## src/rtl/ptw_sched.sv

```systemverilog
`default_nettype none
// ============================================================================
// Module      : ptw_sched
// Description : Shared Sv39/Sv48 page-table walker for ITLB and DTLB misses.
//               Round-robin arbitration, one 64-bit PTE read port, TLB fill
//               or page-fault report on completion.
//               Optional macro PTW_AD_CHECK_EN: software-managed A/D bits
//               (A=0 leaf faults, store to D=0 leaf faults).
// Revision    : 1.0 - initial release
// ============================================================================
module ptw_sched #(
    parameter int PAGING_LEVELS = 3
) (
    input  logic        clk,
    input  logic        reset,
    input  logic        clear,
    input  logic [43:0] root_ppn,
    input  logic        i_miss,
    input  logic [63:0] i_va,
    input  logic        d_miss,
    input  logic [63:0] d_va,
    input  logic        d_store,
    output logic        mem_req,
    output logic [63:0] mem_addr,
    input  logic        mem_ack,
    input  logic [63:0] mem_data,
    output logic        i_done,
    output logic        d_done,
    output logic        fault,
    output logic        replace_i,
    output logic        replace_d,
    output logic [63:0] replace_va,
    output logic [63:0] replace_pa,
    output logic        replace_dirty,
    output logic        replace_readable,
    output logic        replace_writable
);

    typedef enum logic [2:0] {
        S_IDLE  = 3'd0,
        S_ISSUE = 3'd1,
        S_WAIT  = 3'd2,
        S_CHECK = 3'd3,
        S_DONE  = 3'd4
    } state_t;

    state_t      state_q, state_d;
    logic        rr_q, rr_d;          // 1: DTLB wins the next tie
    logic        side_q, side_d;      // 0: ITLB walk, 1: DTLB walk
    logic [63:0] va_q, va_d;
    logic        store_q, store_d;
    logic [43:0] ppn_q, ppn_d;
    logic [1:0]  level_q, level_d;
    logic [63:0] pte_q, pte_d;
    logic        abort_q, abort_d;
    logic        mem_req_q, mem_req_d;
    logic [63:0] mem_addr_q, mem_addr_d;
    logic        i_done_q, i_done_d;
    logic        d_done_q, d_done_d;
    logic        fault_q, fault_d;
    logic        replace_i_q, replace_i_d;
    logic        replace_d_q, replace_d_d;
    logic [63:0] replace_va_q, replace_va_d;
    logic [63:0] replace_pa_q, replace_pa_d;
    logic        dirty_q, dirty_d;
    logic        readable_q, readable_d;
    logic        writable_q, writable_d;

    // PTE field decode and address arithmetic for the current level
    logic [5:0]  w_shift;
    logic [8:0]  w_vpn;
    logic [63:0] w_pte_addr;
    logic [43:0] w_mask;
    logic [43:0] w_pte_ppn;
    logic [43:0] w_leaf_ppn;
    logic        w_invalid, w_nonleaf, w_misaligned, w_ad_fault;
    logic        w_abort, w_grant_d;
    logic        w_finish, w_fail, w_fill;
    logic        w_unused_bits;

    assign w_shift    = 6'd12 + 6'(level_q) * 6'd9;
    assign w_vpn      = 9'(va_q >> w_shift);
    assign w_pte_addr = {8'b0, ppn_q, 12'b0} + {52'b0, w_vpn, 3'b0};
    assign w_mask     = (44'd1 << (6'(level_q) * 6'd9)) - 44'd1;
    assign w_pte_ppn  = pte_q[53:10];
    // Superpage: upper PPN bits from the PTE, lower VPN bits pass through
    assign w_leaf_ppn = (w_pte_ppn & ~w_mask) | (va_q[55:12] & w_mask);

    assign w_invalid    = !pte_q[0] || (pte_q[2] && !pte_q[1]);
    assign w_nonleaf    = !pte_q[1] && !pte_q[3];
    assign w_misaligned = |(w_pte_ppn & w_mask);
`ifdef PTW_AD_CHECK_EN
    assign w_ad_fault   = !pte_q[6] || (store_q && !pte_q[7]);
`else
    assign w_ad_fault   = 1'b0;
`endif
    assign w_abort       = abort_q || clear;
    assign w_unused_bits = ^{pte_q[63:54], pte_q[9:8], pte_q[6:4], store_q};

    // Walk sequencing and registered output computation
    always_comb begin
        state_d      = state_q;
        rr_d         = rr_q;
        side_d       = side_q;
        va_d         = va_q;
        store_d      = store_q;
        ppn_d        = ppn_q;
        level_d      = level_q;
        pte_d        = pte_q;
        abort_d      = abort_q;
        mem_req_d    = mem_req_q;
        mem_addr_d   = mem_addr_q;
        i_done_d     = 1'b0;
        d_done_d     = 1'b0;
        fault_d      = 1'b0;
        replace_i_d  = 1'b0;
        replace_d_d  = 1'b0;
        replace_va_d = replace_va_q;
        replace_pa_d = replace_pa_q;
        dirty_d      = dirty_q;
        readable_d   = readable_q;
        writable_d   = writable_q;
        w_grant_d    = 1'b0;
        w_finish     = 1'b0;
        w_fail       = 1'b0;
        w_fill       = 1'b0;

        case (state_q)
            S_IDLE: begin
                abort_d = 1'b0;
                if (i_miss || d_miss) begin
                    w_grant_d = d_miss && (!i_miss || rr_q);
                    side_d    = w_grant_d;
                    rr_d      = !w_grant_d;
                    va_d      = w_grant_d ? d_va : i_va;
                    store_d   = w_grant_d && d_store;
                    ppn_d     = root_ppn;
                    level_d   = 2'(PAGING_LEVELS - 1);
                    state_d   = S_ISSUE;
                end
            end
            S_ISSUE: begin
                // Nothing is outstanding yet, so an abort ends the walk here
                if (w_abort) begin
                    w_finish = 1'b1;
                end else begin
                    mem_req_d  = 1'b1;
                    mem_addr_d = w_pte_addr;
                    state_d    = S_WAIT;
                end
            end
            S_WAIT: begin
                abort_d = w_abort;
                if (mem_ack) begin
                    pte_d     = mem_data;
                    mem_req_d = 1'b0;
                    state_d   = S_CHECK;
                end
            end
            S_CHECK: begin
                if (w_abort) begin
                    w_finish = 1'b1;
                end else if (w_invalid) begin
                    w_finish = 1'b1;
                    w_fail   = 1'b1;
                end else if (w_nonleaf) begin
                    if (level_q == 2'd0) begin
                        w_finish = 1'b1;
                        w_fail   = 1'b1;
                    end else begin
                        level_d = level_q - 2'd1;
                        ppn_d   = w_pte_ppn;
                        state_d = S_ISSUE;
                    end
                end else if (w_misaligned || w_ad_fault) begin
                    w_finish = 1'b1;
                    w_fail   = 1'b1;
                end else begin
                    w_finish = 1'b1;
                    w_fill   = 1'b1;
                end
            end
            S_DONE: begin
                abort_d = 1'b0;
                state_d = S_IDLE;
            end
            default: state_d = S_IDLE;
        endcase

        if (w_finish) begin
            i_done_d = !side_q;
            d_done_d = side_q;
            fault_d  = w_fail;
            state_d  = S_DONE;
            if (w_fill) begin
                replace_i_d  = !side_q;
                replace_d_d  = side_q;
                replace_va_d = va_q;
                replace_pa_d = {8'b0, w_leaf_ppn, 12'b0};
                readable_d   = pte_q[1];
                writable_d   = pte_q[2];
                dirty_d      = pte_q[7];
            end
        end
    end

    // State and output registers with synchronous reset
    always_ff @(posedge clk) begin
        if (reset) begin
            state_q      <= S_IDLE;
            rr_q         <= 1'b0;
            side_q       <= 1'b0;
            va_q         <= 64'd0;
            store_q      <= 1'b0;
            ppn_q        <= 44'd0;
            level_q      <= 2'd0;
            pte_q        <= 64'd0;
            abort_q      <= 1'b0;
            mem_req_q    <= 1'b0;
            mem_addr_q   <= 64'd0;
            i_done_q     <= 1'b0;
            d_done_q     <= 1'b0;
            fault_q      <= 1'b0;
            replace_i_q  <= 1'b0;
            replace_d_q  <= 1'b0;
            replace_va_q <= 64'd0;
            replace_pa_q <= 64'd0;
            dirty_q      <= 1'b0;
            readable_q   <= 1'b0;
            writable_q   <= 1'b0;
        end else begin
            state_q      <= state_d;
            rr_q         <= rr_d;
            side_q       <= side_d;
            va_q         <= va_d;
            store_q      <= store_d;
            ppn_q        <= ppn_d;
            level_q      <= level_d;
            pte_q        <= pte_d;
            abort_q      <= abort_d;
            mem_req_q    <= mem_req_d;
            mem_addr_q   <= mem_addr_d;
            i_done_q     <= i_done_d;
            d_done_q     <= d_done_d;
            fault_q      <= fault_d;
            replace_i_q  <= replace_i_d;
            replace_d_q  <= replace_d_d;
            replace_va_q <= replace_va_d;
            replace_pa_q <= replace_pa_d;
            dirty_q      <= dirty_d;
            readable_q   <= readable_d;
            writable_q   <= writable_d;
        end
    end

    assign mem_req          = mem_req_q;
    assign mem_addr         = mem_addr_q;
    assign i_done           = i_done_q;
    assign d_done           = d_done_q;
    assign fault            = fault_q;
    assign replace_i        = replace_i_q;
    assign replace_d        = replace_d_q;
    assign replace_va       = replace_va_q;
    assign replace_pa       = replace_pa_q;
    assign replace_dirty    = dirty_q;
    assign replace_readable = readable_q;
    assign replace_writable = writable_q;

endmodule
`default_nettype wire
```

## config.mk

```make
export PLATFORM = sky130hd
export DESIGN_NAME = ptw_sched
export DESIGN_NICKNAME = d
export VERILOG_FILES = /design/src/rtl/ptw_sched.sv
export SDC_FILE = /design/constraint.sdc
export NUM_CORES = 1
export LEC_CHECK = 0
export CAP_MARGIN = 20
export CORE_UTILIZATION = 30
export CTS_CLUSTER_SIZE = 28
export DETAILED_ROUTE_END_ITERATION = 10
export MAX_ROUTING_LAYER = met4
export SYNTH_ARGS = -nofsm -noshare
export SYNTH_HDL_FRONTEND = slang
export SYNTH_SLANG_ARGS = --single-unit
```

## constraint.sdc

```tcl
create_clock -name clk -period 4.8 [get_ports clk]
set_clock_uncertainty 0.05 [all_clocks]
set_input_delay 0.96 -clock clk [delete_from_list [all_inputs] [get_ports clk]]
set_output_delay 0.96 -clock clk [all_outputs]
set_load 0.005 [all_outputs]
```

; Word level (Yosys, flattened, before mapping)
; Index checks and enable logic that the tools add are counted.
[totals]
word_cells = 127
latchBits = 0
regBits = 351
inputBits = 243
mem_bits_rw = 0
output_inout_bits = 201
romBits = 0
mem_count = 0
[op_classes]
div = 0
order_cmp = 0
n_reduce_logical = 32
mul = 1
add_sub_neg = 4
n_eq_ne = 18
mux = 40
bitwise_logic = 9
n_shift = 2
[ops]
columns = op, count
row1 = two-way mux 44 bit, 5
row2 = AND 44 bit, 3
row3 = one-hot mux 44 bit (2 select lines), 1
row4 = two-way mux 64 bit, 1
row5 = >> shifter 64 x 6 -> 9 bit, 1
row6 = adder 56 x 12 -> 57 bit, 1
row7 = NOT 44 bit, 1
row8 = OR 44 bit, 1
row9 = OR reduction 44 bit, 1
row10 = left shift 1 x 6 -> 44 bit (first input constant), 1
row11 = subtractor 44 x 1 -> 44 bit (second input constant), 1
row12 = two-way mux 3 bit, 8
row13 = inequality test 3 bit (second input constant), 7
row14 = two-way mux 1 bit, 15
row15 = inequality test 2 bit (second input constant), 7
row16 = AND reduction 7 bit, 2
row17 = one-hot mux 3 bit (4 select lines), 1
row18 = two-way mux 2 bit, 5
row19 = AND reduction 2 bit, 4
row20 = adder 4 x 6 -> 6 bit (first input constant), 1
row21 = equality test 3 x 2 -> 1 bit (second input constant), 2
row22 = logical NOT 1 bit, 6
row23 = multiplier 2 x 4 -> 6 bit (second input constant), 1
row24 = one-hot mux 1 bit (2 select lines), 3
row25 = other kinds (15), 27

; Depth between registers and ports, before layout
; Gate-level depths: netlist of run 1.
[logic_depth]
ltp_word = 12
depth_mapped = 15

; Worst setup path before layout of run 1
; No wires, ideal clock.
[synth_path]
kind = register to register
from = reg level_q[1]
to = reg replace_pa_q[32], in the netlist replace_pa[32]
arrival_time_ns = 3.370
path_buffers = 6
stages_incl_launch_ff = 16
setup_slack_ns = 1.259
period_less_slack_ns = 3.541
path_cell_list = dfxtp_1 > buf_2 > clkbuf_1 > inv_1 > ha_1 > inv_1 > ha_1 > buf_2 > nor3b_1 > buf_2 > a21boi_1 > nor4_4 > nand3b_1 > buf_4 > buf_6 > mux2_4
[synth_between]
elab_chain_len = 11
word_cells_on_any_way = 21
[synth_lines]
columns = item, line
row1 = "start, declared", 53  ; logic [1:0] level_q, level_d;
row2 = "start signal, assigned", 238  ; level_q <= level_d;
row3 = multiplier 2 x 4 -> 6 bit, 84  ; assign w_mask = (44'd1 << (6'(level_q) * 6'd9)) - 44'd1;
row4 = left shift 1 x 6 -> 44 bit, 84
row5 = subtractor 44 x 1 -> 44 bit, 84
row6 = AND 44 bit, 91  ; assign w_misaligned = |(w_pte_ppn & w_mask);
row7 = OR reduction 44 bit, 91
row8 = two-way mux 1 bit, 175  ; end else if (w_misaligned || w_ad_fault) begin
row9 = two-way mux 1 bit, 166  ; end else if (w_nonleaf) begin
row10 = two-way mux 1 bit, 163  ; end else if (w_invalid) begin
row11 = two-way mux 1 bit, 161  ; if (w_abort) begin
row12 = two-way mux 1 bit, 128  ; case (state_q)
row13 = AND reduction 2 bit (no line), -
row14 = "end signal, assigned", 249  ; replace_pa_q <= replace_pa_d;
row15 = "end, declared", 64  ; logic [63:0] replace_pa_q, replace_pa_d;
; Parallel ways exist; a longest one is shown, timed or not.
; A chain may end at the register's enable or synchronous reset.

; Worst setup path after layout of run 1
[layout_path]
from = reg level_q[0]
to = reg replace_pa_q[29], in the netlist replace_pa[29]
; Same word-level chain as after synthesis.

==> impl_metrics.env, run 1 <==
export IMPL_tightest_slew_ns=0.9263
export IMPL_num_vias=13413
export IMPL_cap_violations=0
export IMPL_crit_slowest_cell="nor4_1"
export IMPL_crit_family="simple AND/OR/NAND/NOR gates"
export IMPL_critical_path_buf_inv_count=3
export IMPL_regArea_sq_mm=0.006708
export IMPL_timing_final_hold_violations=0
export IMPL_fin_nets=2239
export IMPL_critPathKind="reg -> reg"
export IMPL_clock_path_buffers=3
export IMPL_routedWlPerCell_um=20.70
export IMPL_drc=0
export IMPL_synth_seq_cells=335
export IMPL_wirelength_um=55620
export IMPL_grt_use_total_pct=22.00
export IMPL_ant_nets=0
export IMPL_p_int_mw=5.378
export IMPL_clkTransAtPathRegs_ns=0.06
export IMPL_yosysTopAreaCellShare_pct=44.55
export IMPL_fp_dieW_um=226
export IMPL_setup_violations=0
export IMPL_drive_gt1_share_pct=8.808
export IMPL_slew_viol_final=0
export IMPL_core_sq_mm=0.04925
export IMPL_multi_input_area_sq_mm=0.007666
export IMPL_status="finished, final reports clean"
export IMPL_grt_pass1_wl_um=81550
export IMPL_leakagePower_nw=7.879
export IMPL_crit_path_max_incr_delay_ns=0.55
export IMPL_cts_sinks=335
export IMPL_fin_crit_sh_pct=68.18
export IMPL_path_cells="inv_1, ha_1, buf_4, nand2b_1, a31oi_1, nor4_1, nand3b_1, buf_12, mux2_2"
export IMPL_postSynthCellCount=1669
export IMPL_min_period_ns=3.273
export IMPL_htree_levels=2
export IMPL_netlist_area_sq_mm=0.01505
export IMPL_grt_overflow_total=0
export IMPL_crit_path_max_fanout=62
export IMPL_antenna_found_initial=2
export IMPL_p_clk_share_pct=43.5
export IMPL_max_vdd_ir_drop_mv=0.2522
export IMPL_ys_types=46
export IMPL_finalSetupTns_ns=0
export IMPL_swShare_pct=26.48
export IMPL_p_sw_mw=1.937
export IMPL_setup_slack_ns=1.527
export IMPL_synth_top_flop_cell="dfxtp_1"
export IMPL_ys_warn_count=0
export IMPL_syn_to_final_growth_pct=38.51
export IMPL_yosys_top_cells_area="dfxtp_1 (45%), nand2_1 (7.8%), mux2i_1 (7.2%), nand2b_1 (5.7%), mux4_2 (4.3%)"
export IMPL_holdBufCountCts=0
export IMPL_cts_buffers_inserted=41
export IMPL_first_pass_iters=8
export IMPL_place_gp_congestion=0.8672
export IMPL_cts_tree="built"
export IMPL_clk_latency_ns=0.56
export IMPL_clockRootBuffer="clkbuf_16"
export IMPL_fill_cells=4908
export IMPL_grt_max_degree=158
export IMPL_dp_hpwl_um=39490
export IMPL_drt_iter0_drc=1233
export IMPL_rows=81
export IMPL_place_ws_ns=1.395
export IMPL_seq_area_frac_synth_pct=44.55
export IMPL_post_cts_buffers=0
export IMPL_post_synth_top_area_cell="dfxtp_1"
export IMPL_fp_dieH_um=226
export IMPL_start_util_pct=30.56
export IMPL_fmax_ghz=0.3056
export IMPL_io_buffers=396
export IMPL_critPathLaunchType="flip-flop"
export IMPL_powerDensity_mw_per_mm2=350.8
export IMPL_async_reset_ff_share_pct=0
export IMPL_cts_resized=0
export IMPL_holdCritPathClass="reg -> reg"
export IMPL_grt_pass1_vias=13014
export IMPL_synth_edf_count=0
export IMPL_relSlewSlack_pct=38.25
export IMPL_syn_avg_cell_area_sq_um=9.019
export IMPL_rsz0062_at_grt="false"
export IMPL_cp_required_ns=5.19
export IMPL_cp_arrival_ns=3.66
export IMPL_viasPerCell=4.992
export IMPL_comb_power_share_pct=13.6
export IMPL_crit_path_end_kind="flip-flop"
export IMPL_io_pins=444
export IMPL_die_area_sq_mm=0.05108
export IMPL_seqPwrFrac_pct=42.9
-- final timing paths --
path / endpoint / slack [ns] / cells after the start / start
hold reg to reg: mem_addr[42] / 0.40 / 2 / ppn_q[30]
setup reg to reg: replace_pa[29] / 1.53 / 9 / level_q[0]
hold / removal: mem_addr[42] / 0.40 / 2 / ppn_q[30]
setup / recovery: replace_pa[29] / 1.53 / 9 / level_q[0]
-- worst register-to-register path, stage by stage (launching register included) --
cell and delay (ns):
dfxtp_1 0.35, inv_1 0.12, ha_1 0.18, buf_4 0.27, nand2b_1 0.39, a31oi_1 0.19
nor4_1 0.55, nand3b_1 0.36, buf_12 0.33, mux2_2 0.37
-- layout by cell type, fill, tap and decap left out, types with 4 or more instances in the layout --
master	n
clkbuf_16	41
clkdlybuf4s50_1	395
ha_1	6
clkbuf_8	10
a31oi_1	5
bufinv_16	4
nor3_1	11
nand2b_1	138
buf_4	19
mux2i_1	109
buf_12	6
a311oi_1	45
mux2_4	22
nor2b_1	47
mux4_2	29
conb_1	31
mux2_2	25
a222oi_1	64
nor4_1	9
o21ai_0	7
inv_1	8
clkbuf_1	10
a21oi_1	119
clkinv_2	5
dfxtp_1	334
nand2_1	312
nand3_1	4
nor2_1	163
a22oi_1	4
-- Yosys cell counts (all sizes together) (12+ instances only) --
library cell  number
mux2              48
clkbuf           120
nand2b           138
nor2b             49
a311oi            45
nor2             163
dfxtp            335
buf               53
a21oi            119
mux4              29
nand2            312
mux2i            109
nor3              12
a222oi            64
-- layout make-up --
class / count / area share (%)
timing repair buffer: 421 / 20.30
multi-input combinational: 1183 / 36.77
tap: 664 / 3.985
inverter: 8 / 0.1440
clock inverter: 13 / 0.8521
antenna: 2 / 0.02400
clock buffer: 61 / 5.761
sequential: 335 / 32.17
-- per-stage QoR --
stage / cells / utilization [%] / power, mW / instance area, sq um / hold WS [ns]
2_1_floorplan: 1699 / - / 3.701 / 15170 / 0.3822
3_3_place_gp: 2610 / 39.48 / 4.176 / 19450 / 0.3884
3_5_place_dp: 2611 / 39.52 / 4.197 / 19470 / 0.3943
4_1_cts: 2685 / 42.32 / 7.402 / 20850 / 0.4015
5_1_grt: 2687 / 42.33 / 7.622 / 20850 / 0.4182
6_report: 2687 / 42.33 / 7.315 / 20850 / 0.4013
-- cell families after synthesis --
kind of cell,share of synthesized area (%)
AOI/OAI and AO/OA,12.14
DFF,44.55
and+or+nand+nor,21.39
other,0.02491
muxes,15.73
adders and majority gates,0.4987
buffers and inverters,5.677
-- routing by layer --
| layer | vias to the layer above | GRT usage (%) | wire length, um |
|---|---|---|---|
| met5 | - | - | 0 |
| met4 | 0 | 7.154 | 1663 |
| met3 | 84 | 5.399 | 4298 |
| met2 | 512 | 34.94 | 26040 |
| met1 | 6435 | 27.25 | 23620 |
| li1 | 6382 | - | - |
-- power by group through the flow --
stage	logic, mW	registers (mW)	clock network, mW
floorplan	0.625	3.08	0
global placement	0.981	3.19	0
detailed placement	0.996	3.20	0
CTS	1.00	3.14	3.26
global route	1.09	3.15	3.38
finish	0.997	3.14	3.18
-- flip-flops by register name (all words and copies together), names as in the netlist, 2 cells and up --
name	flops
mem_addr	53
pte_q	49
ppn_q	44
state_q	3
va_q	64
replace_va	64
replace_pa	44
level_q	2
(Power assumes the default switching activity.)
==> inputs of run 2 (changes only) <==
- clock period: 4.8 -> 3.2 ns (I/O delays scaled with it)
==> run 2 against run 1 <==
Effect of this change: count of clock-buffer cells in the layout fell by 11; total power increased by 50%; first-iteration DRC count shrank 10%; sequential power rose by 50%; design area up 0.84%; critical endpoint is now replace_va[26]; critical path type unchanged; non-clock buffer count increased by 15; largest power group unchanged.
==> impl_metrics.env, run 2 (same netlist as run 1, synthesis figures left out) <==
export IMPL_clockRootBuffer="clkbuf_16"
export IMPL_syn_to_final_growth_pct=39.67
export IMPL_cts_sinks=335
export IMPL_fmax_ghz=0.3354
export IMPL_start_util_pct=30.56
export IMPL_ant_nets=0
export IMPL_crit_path_max_incr_delay_ns=0.42
export IMPL_drc=0
export IMPL_crit_slowest_cell="buf_4"
export IMPL_cap_violations=0
export IMPL_leakagePower_nw=7.976
export IMPL_setup_slack_ns=0.2182
export IMPL_cts_buffers_inserted=39
export IMPL_drt_iter0_drc=1110
export IMPL_place_gp_congestion=0.8765
export IMPL_tightest_slew_ns=0.7708
export IMPL_max_vdd_ir_drop_mv=0.3673
export IMPL_grt_max_degree=101
export IMPL_setup_violations=0
export IMPL_cp_common_cell="buf_4"
export IMPL_core_sq_mm=0.04925
export IMPL_critPathKind="reg -> reg"
export IMPL_clkTransAtPathRegs_ns=0.06
export IMPL_routedWlPerCell_um=20.23
export IMPL_viasPerCell=4.911
export IMPL_first_pass_iters=7
export IMPL_place_ws_ns=0.1924
export IMPL_die_area_sq_mm=0.05108
export IMPL_rsz0062_at_grt="false"
export IMPL_crit_path_end_kind="flip-flop"
export IMPL_grt_use_total_pct=21.65
export IMPL_clock_path_buffers=3
export IMPL_num_vias=13274
export IMPL_cts_tree="built"
export IMPL_crit_path_max_fanout=40
export IMPL_fin_nets=2252
export IMPL_relSlewSlack_pct=48.61
export IMPL_fp_dieH_um=226
export IMPL_critPathLaunchType="flip-flop"
export IMPL_grt_pass1_vias=12894
export IMPL_min_period_ns=2.982
export IMPL_cp_arrival_ns=3.41
export IMPL_io_buffers=396
export IMPL_cp_required_ns=3.63
export IMPL_fp_dieW_um=226
export IMPL_path_cells="buf_4, ha_1, buf_4, o31a_1, nor4_1, buf_4, nand3b_1, buf_12, buf_4, mux2i_1"
export IMPL_fin_crit_sh_pct=93.18
export IMPL_antenna_found_initial=5
export IMPL_final_common_cell="clkdlybuf4s50_1"
export IMPL_holdCritPathClass="reg -> reg"
export IMPL_dp_hpwl_um=39320
export IMPL_clk_latency_ns=0.57
export IMPL_htree_levels=2
export IMPL_rows=81
export IMPL_finalSetupTns_ns=0
export IMPL_powerDensity_mw_per_mm2=522.0
export IMPL_wirelength_um=54690
export IMPL_grt_pass1_wl_um=80040
export IMPL_layout_common_cells="clkdlybuf4s50_1 (395), dfxtp_1 (334), nand2_1 (312)"
export IMPL_grt_overflow_total=0
export IMPL_drive_gt1_share_pct=9.735
export IMPL_timing_final_hold_violations=0
export IMPL_slew_viol_final=0
export IMPL_status="finished, final reports clean"
export IMPL_io_pins=444
run 2: cell count changes in the layout (fill, tap and decap cells not counted), sizes merged:
| cell | before | now |
|---|---|---|
| inv | 10 | 12 |
| clkbuf | 61 | 50 |
| clkinv | 5 | 10 |
| bufinv | 4 | 6 |
| diode | 2 | 5 |
| buf | 26 | 41 |
run 2: worst paths after layout:
check,start,end,slack (ns),cells past startpoint
worst max-delay path,level_q[0],replace_va[26],0.22,10
worst min-delay path,ppn_q[40],mem_addr[52],0.40,2
worst max register to register,level_q[0],replace_va[26],0.22,10
worst min register to register,ppn_q[40],mem_addr[52],0.40,2
run 2: critical path: cells and delay by family, from the launching register on:
family / cells / cell delay (ns)
flip-flops: 1 / 0.35
AND/OR/NAND/NOR: 2 / 0.26
buffers and inverters: 5 / 1.49
adder cells (fa/ha/maj): 1 / 0.28
multiplexers: 1 / 0.24
AO/OA/AOI/OAI: 1 / 0.20
run 2: per-layer routing:
layer / vias up / GRT usage [%] / share of wire [%]
li1: 6429 / - / -
met1: 6301 / 26.87 / 43
met2: 467 / 33.70 / 46
met3: 77 / 5.946 / 7.9
met4: 0 / 7.395 / 3.1
met5: - / - / 0
run 2: layout make-up:
cell class              count  area [sq um]
fillers                  4886         28230
multi-input cells        1183          7676
flip-flops and latches    335          6708
repair buffers            436          4407
clock buffers              50          1077
well taps                 664         830.8
clock inverters            22         284.0
inverters                   8         30.03
diodes                      5         12.51
run 2: where the power goes:
part           leakage, nW  switching (mW)  internal (mW)
combinational         4.58           0.738          0.775
sequential            2.73           0.308           4.39
clock                0.672            1.88           2.88
run 2: stage by stage:
step / cell area [sq um] / power [mW] / std cells / hold slack, ns / utilization (%)
floorplan: 15180 / 5.555 / 1699 / 0.3822 / -
finish: 21030 / 10.98 / 2703 / 0.3957 / 42.69
CTS: 21010 / 11.09 / 2698 / 0.3849 / 42.65
detailed placement: 19650 / 6.307 / 2626 / 0.3925 / 39.88
global route: 21030 / 11.44 / 2703 / 0.4226 / 42.69
global placement: 19650 / 6.284 / 2626 / 0.3861 / 39.88
run 2: timing repair:
item                       in CTS  in global routing
setup buffers                   0                  0
hold buffers                    0                  0
setup endpoints to repair       0                 33
resized for setup               0                  1
==> inputs of run 3 (changes only) <==
- SKIP_LAST_GASP: unset -> 1
==> results of run 3 <==
Same layout as run 2: the final DEF is identical, and so are final timing and power.
